## src/rtl/pong_game_ctrl_pkg.sv

```systemverilog
// Shared geometry, state encodings and small arithmetic helpers for the Pong game controller.
package pong_game_ctrl_pkg;

    localparam int unsigned H_VIS     = 640;
    localparam int unsigned V_VIS     = 480;
    localparam int unsigned BALL_SZ   = 8;
    localparam int unsigned PAD_W     = 8;
    localparam int unsigned PAD_H     = 64;
    localparam int unsigned PAD_XL    = 16;
    localparam int unsigned PAD_XR    = 616;
    localparam int unsigned BALL_SPD  = 2;
    localparam int unsigned PAD_SPD   = 4;
    localparam int unsigned WIN_SCORE = 9;
    localparam int unsigned HOLD_FR   = 60;

    localparam int unsigned COORD_W = 10;
    localparam int unsigned SCORE_W = 4;
    localparam int unsigned HOLD_W  = $clog2(HOLD_FR);
    localparam int unsigned SCOORD_W = COORD_W + 1;

    // Home positions: ball centred on screen, paddles centred vertically
    localparam int unsigned BALL_X0 = (H_VIS - BALL_SZ) / 2;
    localparam int unsigned BALL_Y0 = (V_VIS - BALL_SZ) / 2;
    localparam int unsigned PAD_Y0  = (V_VIS - PAD_H) / 2;

    typedef enum logic [1:0] {
        ST_SERVE    = 2'd0,
        ST_PLAY     = 2'd1,
        ST_SCORED   = 2'd2,
        ST_GAMEOVER = 2'd3
    } game_state_e;

    // Synchronised button bundle
    typedef struct packed {
        logic lu;
        logic ld;
        logic ru;
        logic rd;
        logic srv;
    } btn_t;

    // One extra bit so a step past zero shows up as negative before clamping
    typedef logic signed [SCOORD_W-1:0] scoord_t;

    localparam scoord_t S_ZERO      = scoord_t'(0);
    localparam scoord_t S_BALL_SPD  = scoord_t'(BALL_SPD);
    localparam scoord_t S_PAD_SPD   = scoord_t'(PAD_SPD);
    localparam scoord_t S_BALL_SZ   = scoord_t'(BALL_SZ);
    localparam scoord_t S_PAD_H     = scoord_t'(PAD_H);
    localparam scoord_t S_PAD_YMAX  = scoord_t'(V_VIS - PAD_H);
    localparam scoord_t S_BALL_YMAX = scoord_t'(V_VIS - BALL_SZ);
    localparam scoord_t S_BALL_XMAX = scoord_t'(H_VIS - BALL_SZ);
    localparam scoord_t S_FACE_L    = scoord_t'(PAD_XL + PAD_W);
    localparam scoord_t S_FACE_R    = scoord_t'(PAD_XR - BALL_SZ);

    // Zero-extend a screen coordinate into the signed working width
    function automatic scoord_t to_s(input logic [COORD_W-1:0] v);
        return scoord_t'({1'b0, v});
    endfunction

    // One frame of paddle motion; opposing or idle buttons hold position
    function automatic logic [COORD_W-1:0] pad_step(input logic [COORD_W-1:0] y,
                                                    input logic up, input logic dn);
        scoord_t t;
        t = to_s(y);
        if (up && !dn) begin
            t = t - S_PAD_SPD;
            if (t < S_ZERO) t = S_ZERO;
        end else if (dn && !up) begin
            t = t + S_PAD_SPD;
            if (t > S_PAD_YMAX) t = S_PAD_YMAX;
        end
        return COORD_W'(t);
    endfunction

    // Score increment that sticks at the counter maximum
    function automatic logic [SCORE_W-1:0] sat_inc(input logic [SCORE_W-1:0] s);
        return (s == '1) ? s : s + SCORE_W'(1);
    endfunction

endpackage

```

## src/rtl/pong_game_ctrl_btn_sync.sv

```systemverilog
// Two-flop synchroniser for a raw push button, registered level or rising-edge pulse out.
module pong_game_ctrl_btn_sync
    import pong_game_ctrl_pkg::*;
#(
    parameter bit EDGE = 1'b0
) (
    input  logic clk,
    input  logic clr,
    input  logic btn_i,
    output logic out_o
);

    logic meta_q;
    logic sync_q;
    logic prev_q;
    logic out_q;

    // Synchronise, keep one stage of history, register the selected output
    always_ff @(posedge clk) begin
        if (clr) begin
            meta_q <= 1'b0;
            sync_q <= 1'b0;
            prev_q <= 1'b0;
            out_q  <= 1'b0;
        end else begin
            meta_q <= btn_i;
            sync_q <= meta_q;
            prev_q <= sync_q;
            out_q  <= EDGE ? (sync_q & ~prev_q) : sync_q;
        end
    end

    assign out_o = out_q;

endmodule

```

## src/rtl/pong_game_ctrl.sv

```systemverilog
// Pong game-state controller: one update per frame during vertical blank.
module pong_game_ctrl
    import pong_game_ctrl_pkg::*;
(
    input  logic                 clk,
    input  logic                 clr,
    input  logic [COORD_W-1:0]   hc,
    input  logic [COORD_W-1:0]   vc,
    input  logic                 btn_lu,
    input  logic                 btn_ld,
    input  logic                 btn_ru,
    input  logic                 btn_rd,
    input  logic                 btn_srv,
    output logic                 frame_tick,
    output logic [COORD_W-1:0]   ball_x,
    output logic [COORD_W-1:0]   ball_y,
    output logic [COORD_W-1:0]   padl_y,
    output logic [COORD_W-1:0]   padr_y,
    output logic [SCORE_W-1:0]   score_l,
    output logic [SCORE_W-1:0]   score_r,
    output logic [1:0]           state
);

    btn_t btn_s;

    pong_game_ctrl_btn_sync #(.EDGE(1'b0)) u_sync_lu  (.clk(clk), .clr(clr), .btn_i(btn_lu),  .out_o(btn_s.lu));
    pong_game_ctrl_btn_sync #(.EDGE(1'b0)) u_sync_ld  (.clk(clk), .clr(clr), .btn_i(btn_ld),  .out_o(btn_s.ld));
    pong_game_ctrl_btn_sync #(.EDGE(1'b0)) u_sync_ru  (.clk(clk), .clr(clr), .btn_i(btn_ru),  .out_o(btn_s.ru));
    pong_game_ctrl_btn_sync #(.EDGE(1'b0)) u_sync_rd  (.clk(clk), .clr(clr), .btn_i(btn_rd),  .out_o(btn_s.rd));
    pong_game_ctrl_btn_sync #(.EDGE(1'b1)) u_sync_srv (.clk(clk), .clr(clr), .btn_i(btn_srv), .out_o(btn_s.srv));

    game_state_e          state_q, state_d;
    logic                 frame_tick_q, frame_tick_d;
    logic [COORD_W-1:0]   ball_x_q, ball_x_d;
    logic [COORD_W-1:0]   ball_y_q, ball_y_d;
    logic                 dx_q, dx_d;
    logic                 dy_q, dy_d;
    logic [COORD_W-1:0]   padl_q, padl_d;
    logic [COORD_W-1:0]   padr_q, padr_d;
    logic [SCORE_W-1:0]   score_l_q, score_l_d;
    logic [SCORE_W-1:0]   score_r_q, score_r_d;
    logic [HOLD_W-1:0]    hold_q, hold_d;
    logic                 srv_pend_q, srv_pend_d;
    logic                 lconc_q, lconc_d;

    scoord_t nx, ny, bx, by, pl, pr;
    logic    hit_l, hit_r;

    // Frame tick marks the first pixel of vertical blank
    assign frame_tick_d = (hc == '0) && (vc == COORD_W'(V_VIS));

    // State and datapath registers
    always_ff @(posedge clk) begin
        if (clr) begin
            state_q      <= ST_SERVE;
            frame_tick_q <= 1'b0;
            ball_x_q     <= COORD_W'(BALL_X0);
            ball_y_q     <= COORD_W'(BALL_Y0);
            dx_q         <= 1'b1;
            dy_q         <= 1'b1;
            padl_q       <= COORD_W'(PAD_Y0);
            padr_q       <= COORD_W'(PAD_Y0);
            score_l_q    <= '0;
            score_r_q    <= '0;
            hold_q       <= '0;
            srv_pend_q   <= 1'b0;
            lconc_q      <= 1'b0;
        end else begin
            state_q      <= state_d;
            frame_tick_q <= frame_tick_d;
            ball_x_q     <= ball_x_d;
            ball_y_q     <= ball_y_d;
            dx_q         <= dx_d;
            dy_q         <= dy_d;
            padl_q       <= padl_d;
            padr_q       <= padr_d;
            score_l_q    <= score_l_d;
            score_r_q    <= score_r_d;
            hold_q       <= hold_d;
            srv_pend_q   <= srv_pend_d;
            lconc_q      <= lconc_d;
        end
    end

    // Next-state: everything holds except on the frame tick
    always_comb begin
        state_d    = state_q;
        ball_x_d   = ball_x_q;
        ball_y_d   = ball_y_q;
        dx_d       = dx_q;
        dy_d       = dy_q;
        padl_d     = padl_q;
        padr_d     = padr_q;
        score_l_d  = score_l_q;
        score_r_d  = score_r_q;
        hold_d     = hold_q;
        srv_pend_d = srv_pend_q;
        lconc_d    = lconc_q;

        bx    = to_s(ball_x_q);
        by    = to_s(ball_y_q);
        pl    = to_s(padl_q);
        pr    = to_s(padr_q);
        nx    = dx_q ? (bx + S_BALL_SPD) : (bx - S_BALL_SPD);
        ny    = dy_q ? (by + S_BALL_SPD) : (by - S_BALL_SPD);
        hit_l = (by + S_BALL_SZ > pl) && (by < pl + S_PAD_H);
        hit_r = (by + S_BALL_SZ > pr) && (by < pr + S_PAD_H);

        if (frame_tick_q) begin
            if (state_q != ST_GAMEOVER) begin
                padl_d = pad_step(padl_q, btn_s.lu, btn_s.ld);
                padr_d = pad_step(padr_q, btn_s.ru, btn_s.rd);
            end

            case (state_q)
                ST_SERVE: begin
                    ball_x_d = COORD_W'(BALL_X0);
                    ball_y_d = COORD_W'(BALL_Y0);
                    if (srv_pend_q) begin
                        srv_pend_d = 1'b0;
                        state_d    = ST_PLAY;
                    end
                end

                ST_PLAY: begin
                    srv_pend_d = 1'b0;
                    if (ny <= S_ZERO) begin
                        ball_y_d = '0;
                        dy_d     = 1'b1;
                    end else if (ny >= S_BALL_YMAX) begin
                        ball_y_d = COORD_W'(S_BALL_YMAX);
                        dy_d     = 1'b0;
                    end else begin
                        ball_y_d = COORD_W'(ny);
                    end

                    if (!dx_q && nx <= S_FACE_L && bx >= S_FACE_L && hit_l) begin
                        ball_x_d = COORD_W'(S_FACE_L);
                        dx_d     = 1'b1;
                    end else if (dx_q && nx >= S_FACE_R && bx <= S_FACE_R && hit_r) begin
                        ball_x_d = COORD_W'(S_FACE_R);
                        dx_d     = 1'b0;
                    end else if (nx <= S_ZERO) begin
                        ball_x_d  = '0;
                        score_r_d = sat_inc(score_r_q);
                        lconc_d   = 1'b1;
                        hold_d    = '0;
                        state_d   = ST_SCORED;
                    end else if (nx >= S_BALL_XMAX) begin
                        ball_x_d  = COORD_W'(S_BALL_XMAX);
                        score_l_d = sat_inc(score_l_q);
                        lconc_d   = 1'b0;
                        hold_d    = '0;
                        state_d   = ST_SCORED;
                    end else begin
                        ball_x_d = COORD_W'(nx);
                    end
                end

                ST_SCORED: begin
                    srv_pend_d = 1'b0;
                    if (hold_q == HOLD_W'(HOLD_FR - 1)) begin
                        hold_d = '0;
                        if (score_l_q >= SCORE_W'(WIN_SCORE) || score_r_q >= SCORE_W'(WIN_SCORE)) begin
                            state_d = ST_GAMEOVER;
                        end else begin
                            state_d  = ST_SERVE;
                            ball_x_d = COORD_W'(BALL_X0);
                            ball_y_d = COORD_W'(BALL_Y0);
                            dx_d     = ~lconc_q;
                        end
                    end else begin
                        hold_d = hold_q + HOLD_W'(1);
                    end
                end

                ST_GAMEOVER: begin
                    if (srv_pend_q) begin
                        srv_pend_d = 1'b0;
                        score_l_d  = '0;
                        score_r_d  = '0;
                        padl_d     = COORD_W'(PAD_Y0);
                        padr_d     = COORD_W'(PAD_Y0);
                        ball_x_d   = COORD_W'(BALL_X0);
                        ball_y_d   = COORD_W'(BALL_Y0);
                        state_d    = ST_SERVE;
                    end
                end

                default: begin
                    state_d = ST_SERVE;
                end
            endcase
        end

        // A fresh press is never lost, even when it lands on a tick
        if (btn_s.srv) srv_pend_d = 1'b1;
    end

    assign frame_tick = frame_tick_q;
    assign ball_x     = ball_x_q;
    assign ball_y     = ball_y_q;
    assign padl_y     = padl_q;
    assign padr_y     = padr_q;
    assign score_l    = score_l_q;
    assign score_r    = score_r_q;
    assign state      = state_q;

endmodule
```

## config.mk

```make
export PLATFORM = sky130hd
export DESIGN_NAME = pong_game_ctrl
export DESIGN_NICKNAME = d
export VERILOG_FILES = /design/src/rtl/pong_game_ctrl_pkg.sv /design/src/rtl/pong_game_ctrl_btn_sync.sv /design/src/rtl/pong_game_ctrl.sv
export SDC_FILE = /design/constraint.sdc
export NUM_CORES = 1
export LEC_CHECK = 0
export ABC_AREA = 0
export ABC_CLOCK_PERIOD_IN_PS = 3720
export BUFFER_PORTS_ARGS = -buffer_cell sky130_fd_sc_hd__buf_4
export CAP_MARGIN = 25
export CORE_ASPECT_RATIO = 0.7
export CORE_UTILIZATION = 44
export CTS_CLUSTER_DIAMETER = 30
export DETAILED_ROUTE_END_ITERATION = 8
export GPL_TIMING_DRIVEN = 0
export PLACE_DENSITY = 0.73
export RECOVER_POWER = 25
export SLEW_MARGIN = 10
export SYNTH_ARGS = -nofsm -noshare
export SYNTH_HDL_FRONTEND = slang
export SYNTH_SLANG_ARGS = --single-unit
```

## constraint.sdc

```tcl
create_clock -name clk -period 3.72 [get_ports clk]
set_clock_uncertainty 0.15 [all_clocks]
set_input_delay 0.558 -clock clk [delete_from_list [all_inputs] [get_ports clk]]
set_output_delay 0.558 -clock clk [all_outputs]
set_load 0.02 [all_outputs]
```

# ---- Yosys cells after proc, flatten, opt, wreduce, memory -nomap -nowiden
# Cells that the tools add are included.
dict set report word_totals {
  reg_bits 77
  latchBits 0
  ramBits 0
  rom_bits 0
  in_bits 27
  output_inout_bits 51
  wordCells 191
  mem_count 0
}
dict set report op_classes {
  addsub 14
  multipliers 0
  div_mod_pow 0
  n_lt_le_gt_ge 18
  n_eq_ne 21
  n_shift 0
  mux 69
  bitwise_logic 5
  n_reduce_logical 35
}
# operator n
set ops {}
lappend ops {{10-bit 2-to-1 mux} 26}
lappend ops {{10-bit one-hot mux with 4 select lines} 2}
lappend ops {{4-bit 2-to-1 mux} 10}
lappend ops {{6-bit 2-to-1 mux} 5}
lappend ops {{2-bit inequality test (second input constant)} 12}
lappend ops {{10-bit by 2-bit adder with 11-bit output (second input constant)} 2}
lappend ops {{10-bit by 3-bit adder with 11-bit output (second input constant)} 2}
lappend ops {{10-bit by 7-bit adder with 11-bit output (second input constant)} 2}
lappend ops {{11-bit greater-or-equal comparator (second input constant)} 2}
lappend ops {{11-bit by 10-bit > comparator with 1-bit output (second input constant)} 2}
lappend ops {{11-bit > comparator} 2}
lappend ops {{11-bit by 1-bit less-or-equal comparator with 1-bit output (second input constant)} 2}
lappend ops {{11-bit by 1-bit < comparator with 1-bit output (second input constant)} 2}
lappend ops {{11-bit < comparator} 2}
lappend ops {{11-bit 2-to-1 mux} 2}
lappend ops {{10-bit by 2-bit subtractor with 11-bit output (second input constant)} 2}
lappend ops {{10-bit by 3-bit subtractor with 11-bit output (second input constant)} 2}
lappend ops {{2-bit 2-to-1 mux} 8}
lappend ops {{4-bit one-hot mux with 2 select lines} 2}
lappend ops {{5-bit AND reduction} 3}
lappend ops {{7-bit AND reduction} 2}
lappend ops {{1-bit logical AND} 13}
lappend ops {{6-bit one-hot mux with 2 select lines} 1}
lappend ops {{10-bit by 4-bit adder with 11-bit output (second input constant)} 1}
lappend ops {{other kinds (27)} 53}

# ---- Longest topological paths before layout
# Gate-level depths: netlist of the first run.
dict set report depth {
  ltp_word 9
  ltp_mapped 14
}

# ---- Cells and area by module
# From an unflattened synthesis of the first run, not the netlist that was laid out.
dict set report unflattened {
  cells_unflattened 799
  area_unflattened_um2 6159.7
}
# module n_inst cells_per_inst area_per_inst_um2 seq_area_each_um2
set modules_own_cells {}
lappend modules_own_cells {pong_game_ctrl 1 767 5733.0 1181.1}
lappend modules_own_cells {{pong_game_ctrl_btn_sync at u_sync_ld ...} 4 6 78.8 60.1}
lappend modules_own_cells {{pong_game_ctrl_btn_sync at u_sync_srv} 1 8 111.4 80.1}

# ---- Least setup slack after synthesis of the first run
# Ideal clock, no wire load.
dict set report synth_timing {
  path_type {register to register}
  startpoint {reg dx_q}
  endpoint {reg hold_q[4]}
  arrival_time_ps 3170
  required_time_ps 3453
  path_slack_ps 283
  stages_incl_launch_ff 12
  path_buffers 1
  path_cell_list {dfxtp_1 > inv_1 > ha_1 > buf_6 > a21o_1 > or4_4 > a21oi_2 > a41oi_1 > and2_1 > or4_4 > a22o_1 > a32o_1}
}
dict set report synth_via {
  elab_chain_len 7
}
# element line_no
set synth_lines {}
lappend synth_lines {{start: declaration} pong_game_ctrl.sv:36} ;# logic dx_q, dx_d;
lappend synth_lines {{start signal: assignment} pong_game_ctrl.sv:59} ;# dx_q <= 1'b1;
lappend synth_lines {{start signal: assignment} pong_game_ctrl.sv:73} ;# dx_q <= dx_d;
lappend synth_lines {{11-bit 2-to-1 mux} pong_game_ctrl.sv:104} ;# nx = dx_q ? (bx + S_BALL_SPD) : (bx - S_BALL_SPD);
lappend synth_lines {{11-bit greater-or-equal comparator / 11-bit by 6-bit less-or-equal comparator with 1-bit output (equally long branches)} {pong_game_ctrl.sv:140, pong_game_ctrl.sv:137}}
lappend synth_lines {{1-bit logical AND, on equally long branches (3 in a row)} {pong_game_ctrl.sv:140, pong_game_ctrl.sv:137}}
lappend synth_lines {{2-bit inequality test (no source line)} -}
lappend synth_lines {{5-bit AND reduction (no source line)} -}
lappend synth_lines {{end signal: assignment} pong_game_ctrl.sv:79} ;# hold_q <= hold_d;
lappend synth_lines {{end: declaration} pong_game_ctrl.sv:42} ;# logic [HOLD_W-1:0] hold_q, hold_d;
# Parallel ways exist; a longest one is shown, timed or not. The select of a mux whose other input is x is not followed.
# A chain may end at the register's enable or synchronous reset.

# ---- Worst setup path in the final report of the first run
# Ends and elaborated chain as after synthesis.

==> results of run 1 <==
-- cell families (layout without fill, tap and decap cells) --
family / after synthesis / count (layout) / synth area share [%]
buffers and inverters: 82 / 186 / 5.47
adders and majority gates: 68 / 68 / 14.3
and+or+nand+nor: 294 / 294 / 24.5
muxes: 4 / 4 / 0.705
other: 1 / 2 / 0.0621
DFF: 75 / 75 / 24.9
xor gates and xnor gates: 23 / 23 / 3.34
AOI/OAI and AO/OA: 239 / 239 / 26.6
-- area by class of cell --
class	count	area, µm²
buffer	35	161
clock buffer	11	233
clock inverter	3	17.5
fill	1256	5870
inverter	47	184
multi-input combinational	630	4430
sequential	75	1510
tap	185	231
timing repair buffer	89	631
timing repair inverter	1	7.51
-- how the worst min path moves through the flow --
stage / start / slack [ns] / cells after the start / to
final: u_sync_srv.prev_q$_SDFF_PP0_ / 0.24 / 1 / u_sync_srv.out_o$_SDFF_PP0_
after global routing: u_sync_srv.prev_q$_SDFF_PP0_ / 0.26 / 1 / u_sync_srv.out_o$_SDFF_PP0_
after CTS: u_sync_srv.prev_q$_SDFF_PP0_ / 0.24 / 1 / u_sync_srv.out_o$_SDFF_PP0_
after detailed placement: u_sync_srv.prev_q$_SDFF_PP0_ / 0.23 / 1 / u_sync_srv.out_o$_SDFF_PP0_
after global placement: u_sync_srv.prev_q$_SDFF_PP0_ / 0.22 / 1 / u_sync_srv.out_o$_SDFF_PP0_
after floorplan: u_sync_srv.prev_q$_SDFF_PP0_ / 0.22 / 1 / u_sync_srv.out_o$_SDFF_PP0_
-- worst max-delay path, cell delays in order (launching register included) --
cell and delay [ns]:
dfxtp_4 0.39, clkinvlp_4 0.19, buf_4 0.19, ha_1 0.38, a21o_1 0.24, a221oi_2 0.32
xnor2_2 0.18, a211o_4 0.37, and2_4 0.19, or4_4 0.52, a22o_1 0.19, a32o_1 0.25
-- registers in the layout, indices dropped and copies added, names as in the netlist, 2 cells and up --
name and count:
ball_x 9, ball_y 9, hold_q 6, padl_y 10, padr_y 10, score_l 4, score_r 4, state 2
-- through the flow --
| stage | TNS, ns | instance area [µm²] | power, mW |
|---|---|---|---|
| 2_1_floorplan | 0 | 6040 | 0.866 |
| 3_3_place_gp | -7.07 | 6830 | 0.903 |
| 3_5_place_dp | -6.50 | 6830 | 0.903 |
| 4_1_cts | 0 | 7190 | 1.67 |
| 5_1_grt | -0.130 | 7400 | 1.71 |
| 6_report | 0 | 7400 | 1.66 |
-- what timing repair did --
action,in CTS,in global routing
endpoints found under the setup margin,21,16
pin swaps,1,13
cloned,1,0
hold endpoints to repair,0,0
resized for setup,18,33
buffers inserted,2,13
-- routing by layer --
metal  global-route usage, %  vias to the layer above  wire length, µm
met5                       0                        -                0
met4                    7.86                        0              314
met3                    6.58                       29             1840
met2                    37.7                      337             7770
met1                    39.6                     3036             9010
li1                        -                     3101                -
-- power breakdown --
group	switching, mW	leakage [nW]	internal (mW)
sequential	0.00281	0.607	0.810
clock	0.327	0.121	0.442
combinational	0.0433	2.29	0.0314
total	0.373	3.01	1.28
-- layout by cell type (no fill, tap or decap), types with 5 or more instances in the layout --
| cell type | count |
|---|---|
| o21a_1 | 5 |
| a21o_1 | 13 |
| buf_4 | 79 |
| a211oi_1 | 13 |
| clkbuf_1 | 39 |
| dfxtp_1 | 71 |
| or4_1 | 5 |
| o211ai_1 | 7 |
| and2_1 | 6 |
| o31ai_1 | 6 |
| clkbuf_16 | 9 |
| nand4_1 | 16 |
| nor2_1 | 66 |
| xor2_1 | 8 |
| ha_1 | 60 |
| nor3_1 | 13 |
| a21oi_1 | 59 |
| nand2b_1 | 14 |
| o21ai_0 | 45 |
| a22oi_1 | 8 |
| nor2b_1 | 22 |
| and3_1 | 7 |
| nand3_1 | 38 |
| inv_1 | 45 |
| nor4_1 | 9 |
| ha_4 | 5 |
| a31oi_1 | 12 |
| xnor2_1 | 10 |
| nand2_1 | 70 |
==> flow_metrics.py, run 1 <==
metrics = {
    "place": {
        "post-place-ws_ns": -0.531,
        "io_buffers": 74,
        "placed_cells": 1046,
        "finalWeightedCongestion": 0.978,
        "hpwl_um": 13800,
    },
    "clocking": {
        "clock_path_buffers": 2,
        "root_buffer": "clkbuf_16",
        "clk_latency_ns": 0.34,
        "cts_tree": "done",
        "cts_buffers": 9,
        "cts.sinks": 75,
        "cts.clk_slew.worst_paths_ns": 0.06,
        "hold_buffers": 0,
        "cts.htree.levels": 3,
    },
    "floorplanning": {
        "dieWidth_um": 142,
        "die_y_um": 100,
        "core_mm2": 0.0133,
        "die_area_mm2": 0.0142,
        "rows": 35,
        "start_util_pct": 45.5,
        "io_pins": 78,
    },
    "synthesis": {
        "synth_edf_count": 0,
        "synth.avg_cell_area_um2": 7.68,
        "seq_area_frac_synth_pct": 24.9,
        "synth_top_area_cell": "dfxtp_1",
        "ys_top_cells_by_area": "dfxtp_1, ha_1, a21oi_1, nand2_1, nor2_1",
        "yosysWarnings": 0,
        "synthCells": 786,
        "yosys.cell_count.top_type": "dfxtp_1",
        "synth_top_area_share_pct": 24.9,
        "yosysUniqueCellTypes": 83,
        "synth_ff_type": "dfxtp_1",
        "synth_commonest_cells": "dfxtp_1, nand2_1, nor2_1, ha_1, a21oi_1",
        "synth_area_mm2": 0.00603,
        "synthArstFlopShare_pct": 0,
        "ys_seq_elements": 75,
    },
    "routing": {
        "firstDrtPassIters": 5,
        "wl_per_cell_um": 17.6,
        "drc": 0,
        "drt-initial-drc-count": 799,
        "drt-total-wl_um": 18900,
        "vias": 6503,
        "ant_nets": 0,
        "avgViaCountPerCell": 6.04,
    },
    "setup_path": {
        "path_max_fanout": 7,
        "r2r_end": "hold_q[4]$_SDFFE_PP0P_",
        "end_kind": "flip-flop",
        "cp.required_ns": 3.80,
        "worst-r2r-cell-count": 11,
        "critPathLaunch": "dx_q$_SDFFE_PP1P_",
        "critPathCapture": "hold_q[4]$_SDFFE_PP0P_",
        "r2r_setup_slack_ns": 0.03,
        "r2r-start": "dx_q$_SDFFE_PP1P_",
        "worstSetupStartpointType": "flip-flop",
        "worstSetupPathType": "flip-flop to flip-flop",
        "crit_arrival_ns": 3.76,
    },
    "cells_and_area": {
        "layout.nets": 983,
        "instances_no_fill": 1076,
        "drive_gt1_share_pct": 16.9,
        "diodes": 0,
        "syn_to_final_growth_pct": 22.6,
        "final_util_pct": 55.8,
    },
    "timing": {
        "finalCritPeriodShare_pct": 99.1,
        "fin_ws_ns": 0.0320,
        "rsz0062_at_grt": "yes",
        "drv_slew": 0,
        "slew_headroom_pct": 25.4,
        "max_slew.worst_pin.slew_ns": 1.11,
        "clock.fmax_mhz": 271,
        "period_minus_slack_ns": 3.69,
        "setup_viol": 0,
        "hold_viol_final": 0,
        "hold_slack_ns": 0.238,
    },
    "status": {
        "status": "completed",
    },
    "pwr": {
        "leakagePower_nw": 3.01,
        "power.density_mw_per_mm2": 224,
        "vdd_drop_max_v": 0.000243,
    },
    "job": {
        "cap_violations": 0,
    },
    "global_routing": {
        "grt_pass1_vias": 5694,
        "grt_pass1_wl_um": 29800,
        "antenna_found_initial": 0,
        "grt_max_degree": 12,
        "gr-total-overflow": 0,
        "grt_use_total_pct": 26.7,
    },
    "hold_path": {
        "min_path_type": "flip-flop to flip-flop",
    },
}
(Power assumes the default switching activity.)
==> inputs of run 2 (changes only) <==
--- a/config.mk
+++ b/config.mk
@@ -5,7 +5,7 @@
 export SDC_FILE = /design/constraint.sdc
 export NUM_CORES = 1
 export LEC_CHECK = 0
-export ABC_AREA = 0
+export ABC_AREA = 1
 export ABC_CLOCK_PERIOD_IN_PS = 3720
 export BUFFER_PORTS_ARGS = -buffer_cell sky130_fd_sc_hd__buf_4
 export CAP_MARGIN = 25
==> run 2 against run 1 <==
Effect of this change:
- fmax up 8.1%
- total power up 3.5%
- largest cell class unchanged
- register-to-register slack better by 0.28 ns
==> flow_metrics.py, run 2 <==
metrics = {
    "status": {
        "status": "completed",
    },
    "synthesis": {
        "ys_seq_elements": 75,
        "synth.avg_cell_area_um2": 6.50,
        "synth_ff_type": "dfxtp_1",
        "synth_commonest_cells": "nand2_1, inv_1, nor2_1, a21oi_1, dfxtp_1",
        "synth_area_mm2": 0.00652,
        "ys_top_cells_by_area": "dfxtp_1, nand2_1, ha_1, inv_1, a21oi_1",
        "yosys.cell_count.top_type": "nand2_1",
        "synth_edf_count": 0,
        "yosysWarnings": 0,
        "synthArstFlopShare_pct": 0,
        "synthCells": 1003,
        "yosysUniqueCellTypes": 53,
        "synth_top_area_cell": "dfxtp_1",
        "seq_area_frac_synth_pct": 23.0,
        "synth_top_area_share_pct": 23.0,
    },
    "global_routing": {
        "grt_max_degree": 13,
        "grt_use_total_pct": 24.5,
        "grt_pass1_wl_um": 30200,
        "antenna_found_initial": 0,
        "gr-total-overflow": 0,
        "grt_pass1_vias": 5926,
    },
    "setup_path": {
        "end_kind": "flip-flop",
        "cp.required_ns": 3.75,
        "crit_arrival_ns": 3.44,
        "path_max_fanout": 10,
        "worstSetupStartpointType": "flip-flop",
        "worstSetupPathType": "flip-flop to flip-flop",
    },
    "timing": {
        "rsz0062_at_grt": "no",
        "clock.fmax_mhz": 293,
        "finalCritPeriodShare_pct": 91.7,
        "hold_viol_final": 0,
        "setup_tns_ns": 0,
        "max_slew.worst_pin.slew_ns": 0.744,
        "drv_slew": 0,
        "slew_headroom_pct": 50.4,
        "hold_slack_ns": 0.230,
        "period_minus_slack_ns": 3.41,
        "setup_viol": 0,
    },
    "routing": {
        "drt-initial-drc-count": 444,
        "vias": 6791,
        "drt-total-wl_um": 18400,
        "avgViaCountPerCell": 5.29,
        "drc": 0,
        "ant_nets": 0,
        "wl_per_cell_um": 14.3,
        "firstDrtPassIters": 4,
    },
    "floorplanning": {
        "rows": 36,
        "core_mm2": 0.0142,
        "die_y_um": 104,
        "die_area_mm2": 0.0153,
        "dieWidth_um": 147,
        "io_pins": 78,
        "start_util_pct": 45.9,
    },
    "place": {
        "hpwl_um": 14400,
        "io_buffers": 74,
        "finalWeightedCongestion": 0.948,
    },
    "pwr": {
        "leakagePower_nw": 3.55,
        "seqPwrFrac_pct": 47.4,
        "power.switching_mw": 0.372,
        "vdd_drop_max_v": 0.000194,
        "power.density_mw_per_mm2": 227,
        "p_sw_share_pct": 21.7,
        "pwr-share-comb_pct": 3.9,
        "clkPwrFrac_pct": 48.7,
        "internal_power_mw": 1.34,
    },
    "clocking": {
        "clock_path_buffers": 2,
        "cts.sinks": 75,
        "clk_latency_ns": 0.34,
        "root_buffer": "clkbuf_16",
        "cts.clk_slew.worst_paths_ns": 0.06,
        "cts_buffers": 9,
        "post_cts_buffers": 0,
        "cts.htree.levels": 3,
        "cts_tree": "done",
    },
    "cells_and_area": {
        "syn_to_final_growth_pct": 15.8,
        "multi_input_area_mm2": 0.00436,
        "drive_gt1_share_pct": 12.2,
        "final_cell_mix": "nand2_1, inv_1, nor2_1",
        "diodes": 0,
        "fill_cells": 1395,
        "final_common_cell": "nand2_1",
        "layout.nets": 1184,
        "ff_latch_area_mm2": 0.00150,
    },
    "hold_path": {
        "min_path_type": "input pin to flip-flop",
    },
    "job": {
        "cap_violations": 0,
    },
}
[run 2: final cells by class]
type / instances / area share (%)
inverters: 148 / 7.36
flip-flops and latches: 75 / 19.9
plain buffers: 23 / 1.44
clock buffers: 14 / 3.63
well taps: 190 / 3.15
clock inverters: 1 / 0.0994
multi-input cells: 758 / 57.7
repair buffers: 74 / 6.71
[run 2: worst max-delay path, cell delays in order (launching register included)]
cell	delay, ns
dfxtp_1	0.52
ha_1	0.26
nand3_1	0.13
nand3b_1	0.22
xnor2_1	0.21
ha_1	0.34
nand4_1	0.12
inv_1	0.09
nand3_1	0.06
nand2_1	0.07
nand3_1	0.07
nor2_2	0.27
nand3_2	0.18
nand2_2	0.14
nand2_2	0.09
buf_6	0.17
nand4_1	0.07
a21oi_1	0.08
[run 2: final timing paths]
kind | slack (ns) | cells after the start | endpoint | start
setup / recovery | 0.31 | 17 | hold_q[2]$_SDFFE_PP0P_ | ball_y[4]$_SDFFE_PP0P_
hold / removal | 0.23 | 2 | frame_tick$_SDFF_PP0_ | hc[2]
setup reg to reg | 0.31 | 17 | hold_q[2]$_SDFFE_PP0P_ | ball_y[4]$_SDFFE_PP0P_
hold reg to reg | 0.24 | 1 | u_sync_srv.out_o$_SDFF_PP0_ | u_sync_srv.prev_q$_SDFF_PP0_
[run 2: kinds of logic (layout without fill, tap and decap cells)]
group           count (synthesis)  count (layout)  synth area share (%)
flops                          75              75                  23.0
other cells                     1               2                0.0575
xor+xnor                       36              36                  4.84
simple gates                  496             496                  34.8
compound gates                156             156                  13.8
buf+inv                       171             260                  10.2
fa+ha+maj                      68              68                  13.3
[run 2: power groups by stage]
stage | Combinational (mW) | Clock [mW] | Sequential [mW]
after floorplan | 0.0324 | 0 | 0.830
after global placement | 0.0658 | 0 | 0.830
after detailed placement | 0.0662 | 0 | 0.830
after CTS | 0.0666 | 0.846 | 0.812
after global routing | 0.0735 | 0.876 | 0.813
final | 0.0670 | 0.834 | 0.813
[run 2: metal layers]
layer / part of all wire, % / up-vias / GRT usage [%]
met3: 6.6 / 21 / 3.30
met4: 0.93 / 0 / 5.08
met2: 42 / 215 / 36.0
met1: 50 / 3078 / 37.3
met5: 0 / - / 0
li1: - / 3477 / -
[run 2: what timing repair did]
| action | CTS | global route |
|---|---|---|
| setup endpoints to repair | 0 | 14 |
| resized for setup | 0 | 1 |
| hold buffers | 0 | 0 |
[run 2: metrics by stage]
step                total power, mW  utilization [%]  instance area, µm²  setup slack (ns)  std cells
CTS                            1.73             53.5                7600             0.259       1283
finish                         1.71             53.2                7550             0.310       1283
global route                   1.76             53.2                7550            0.0315       1283
floorplan                     0.862                -                6520             0.840       1004
detailed placement            0.896             51.6                7310             0.301       1268
global placement              0.896             51.6                7310             0.362       1268
==> inputs of run 3 (changes only) <==
--- a/config.mk
+++ b/config.mk
@@ -6,7 +6,7 @@
 export NUM_CORES = 1
 export LEC_CHECK = 0
 export ABC_AREA = 1
-export ABC_CLOCK_PERIOD_IN_PS = 3720
+export ABC_CLOCK_PERIOD_IN_PS = 3300
 export BUFFER_PORTS_ARGS = -buffer_cell sky130_fd_sc_hd__buf_4
 export CAP_MARGIN = 25
 export CORE_ASPECT_RATIO = 0.7
==> constraint.sdc (replaced) <==
create_clock -name clk -period 3.3 [get_ports clk]
set_clock_uncertainty 0.15 [all_clocks]
set_input_delay 0.495 -clock clk [delete_from_list [all_inputs] [get_ports clk]]
set_output_delay 0.495 -clock clk [all_outputs]
set_load 0.02 [all_outputs]
==> run 3 against run 2 <==
Effect of this change:
- worst hold slack got worse by 0.066 ns
- cell count is 0.55% higher
- non-clock buffer count is 7 higher
- routed wire length grew 1.4%
- total power increased by 13%
- count of clock-buffer cells in the layout unchanged
- utilization increased by 0.84 points
- register-to-register slack got worse by 0.07 ns
- combinational power up 14%
- critical endpoint unchanged
==> flow_metrics.py, run 3 (synthesis gave the netlist of run 2 again) <==
metrics = {
    "status": {
        "status": "completed",
    },
    "routing": {
        "drt-initial-drc-count": 470,
        "firstDrtPassIters": 5,
        "avgViaCountPerCell": 5.27,
        "drt-total-wl_um": 18600,
        "wl_per_cell_um": 14.4,
        "ant_nets": 0,
        "vias": 6804,
        "drc": 0,
    },
    "pwr": {
        "power.density_mw_per_mm2": 252,
        "internal_power_mw": 1.51,
        "clkPwrFrac_pct": 48.7,
        "power.switching_mw": 0.420,
        "pwr-share-comb_pct": 3.9,
        "vdd_drop_max_v": 0.000222,
        "p_sw_share_pct": 21.8,
        "seqPwrFrac_pct": 47.3,
        "leakagePower_nw": 3.59,
    },
    "cells_and_area": {
        "ff_latch_area_mm2": 0.00152,
        "final_util_pct": 54.0,
        "final_cell_mix": "nand2_1, inv_1, nor2_1",
        "final_common_cell": "nand2_1",
        "instances_no_fill": 1290,
        "multi_input_area_mm2": 0.00441,
        "diodes": 0,
        "drive_gt1_share_pct": 13.8,
        "syn_to_final_growth_pct": 17.7,
        "fill_cells": 1367,
        "layout.nets": 1191,
    },
    "floorplanning": {
        "dieWidth_um": 147,
        "start_util_pct": 45.9,
        "io_pins": 78,
        "rows": 36,
        "die_y_um": 104,
        "core_mm2": 0.0142,
        "die_area_mm2": 0.0153,
    },
    "setup_path": {
        "worstSetupPathType": "flip-flop to flip-flop",
        "end_kind": "flip-flop",
        "cp.required_ns": 3.33,
        "crit_arrival_ns": 3.10,
        "max_stage_delay_ns": 0.43,
        "path_cells": "nand2_1 -> nor2_4 -> nand3_1 -> xor2_1 -> inv_1 -> ha_1 -> nand2_1 -> inv_1 -> nand3_1 -> nand3b_1 -> nand2_1 -> nand3_1 -> nor2_1 -> nand4_1 -> nand2_2 -> nand2_2 -> buf_6 -> nand4_1 -> a21oi_1",
        "worstSetupStartpointType": "flip-flop",
        "slowest_stage": "dfxtp_4",
        "path_max_fanout": 10,
    },
    "timing": {
        "slew_headroom_pct": 48.5,
        "finalCritPeriodShare_pct": 92.8,
        "drv_slew": 0,
        "hold_viol_final": 0,
        "setup_tns_ns": 0,
        "setup_viol": 0,
        "rsz0062_at_grt": "no",
        "hold_slack_ns": 0.165,
        "clock.fmax_mhz": 327,
        "max_slew.worst_pin.slew_ns": 0.772,
        "period_minus_slack_ns": 3.06,
    },
    "place": {
        "finalWeightedCongestion": 0.948,
        "io_buffers": 74,
        "hpwl_um": 14400,
        "placed_cells": 1268,
    },
    "clocking": {
        "cts.sinks": 75,
        "root_buffer": "clkbuf_16",
        "cts_buffers": 9,
        "clk_latency_ns": 0.34,
        "cts.htree.levels": 3,
        "cts_tree": "done",
        "clock_path_buffers": 2,
        "cts.clk_slew.worst_paths_ns": 0.06,
    },
    "global_routing": {
        "grt_use_total_pct": 24.5,
        "antenna_found_initial": 0,
        "grt_pass1_vias": 5943,
        "grt_pass1_wl_um": 30300,
        "grt_max_degree": 13,
        "gr-total-overflow": 0,
    },
    "hold_path": {
        "min_path_type": "input pin to flip-flop",
    },
    "job": {
        "cap_violations": 0,
    },
}
[run 3: changes by cell type in the layout (fill, tap and decap cells not counted), sizes merged]
cell,delta
buf,+7
clkinvlp,+1
inv,-1
[run 3: timing repair]
action | 4_1_cts | 5_1_grt
pin swaps | 0 | 7
resized for setup | 3 | 17
setup buffers | 0 | 7
hold buffers | 0 | 0
endpoints found under the setup margin | 18 | 23
[run 3: power groups by stage]
stage          logic, mW  registers, mW  clock network (mW)
2_1_floorplan     0.0366          0.935                   0
3_3_place_gp      0.0741          0.936                   0
3_5_place_dp      0.0746          0.936                   0
4_1_cts           0.0751          0.916               0.954
5_1_grt           0.0830          0.914               0.989
6_report          0.0762          0.913               0.940
[run 3: cell type report]
| class | count | share of cell area [%] |
|---|---|---|
| clock inverter | 1 | 0.0979 |
| timing repair buffer | 81 | 7.26 |
| inverter | 148 | 7.29 |
| sequential | 75 | 19.8 |
| buffer | 23 | 1.42 |
| clock buffer | 14 | 3.57 |
| multi-input combinational | 758 | 57.5 |
| tap | 190 | 3.10 |
[run 3: per-layer routing]
metal	up-vias	GRT usage, %	part of all wire, %
met3	18	3.30	7.0
met5	-	0	0
met4	0	5.08	0.83
met1	3061	37.3	50
li1	3494	-	-
met2	231	36.1	42
[run 3: through the flow]
step | worst slack, ns | instance area, µm² | power, mW
detailed placement | -0.119 | 7310 | 1.01
finish | 0.238 | 7670 | 1.93
global route | 0.0173 | 7670 | 1.99
floorplan | 0.420 | 6520 | 0.972
global placement | -0.0584 | 7310 | 1.01
CTS | 0.00344 | 7600 | 1.94
[run 3: worst paths after layout]
path | slack (ns) | depth (start not counted) | endpoint | start
worst max-delay path | 0.24 | 19 | hold_q[2]$_SDFFE_PP0P_ | ball_y[5]$_SDFFE_PP1P_
worst min-delay path | 0.16 | 2 | frame_tick$_SDFF_PP0_ | hc[2]
worst min register to register | 0.24 | 1 | u_sync_srv.out_o$_SDFF_PP0_ | u_sync_srv.prev_q$_SDFF_PP0_
worst max register to register | 0.24 | 19 | hold_q[2]$_SDFFE_PP0P_ | ball_y[5]$_SDFFE_PP1P_
[run 3: worst max-delay path: cells and delay by family (launching register included)]
family                     cells  cell delay (ns)
buffers and inverters          3             0.33
xor gates and xnor gates       1             0.14
and+or+nand+nor               13             1.43
adders and majority gates      1             0.33
DFF                            1             0.43
AOI/OAI and AO/OA              1             0.08
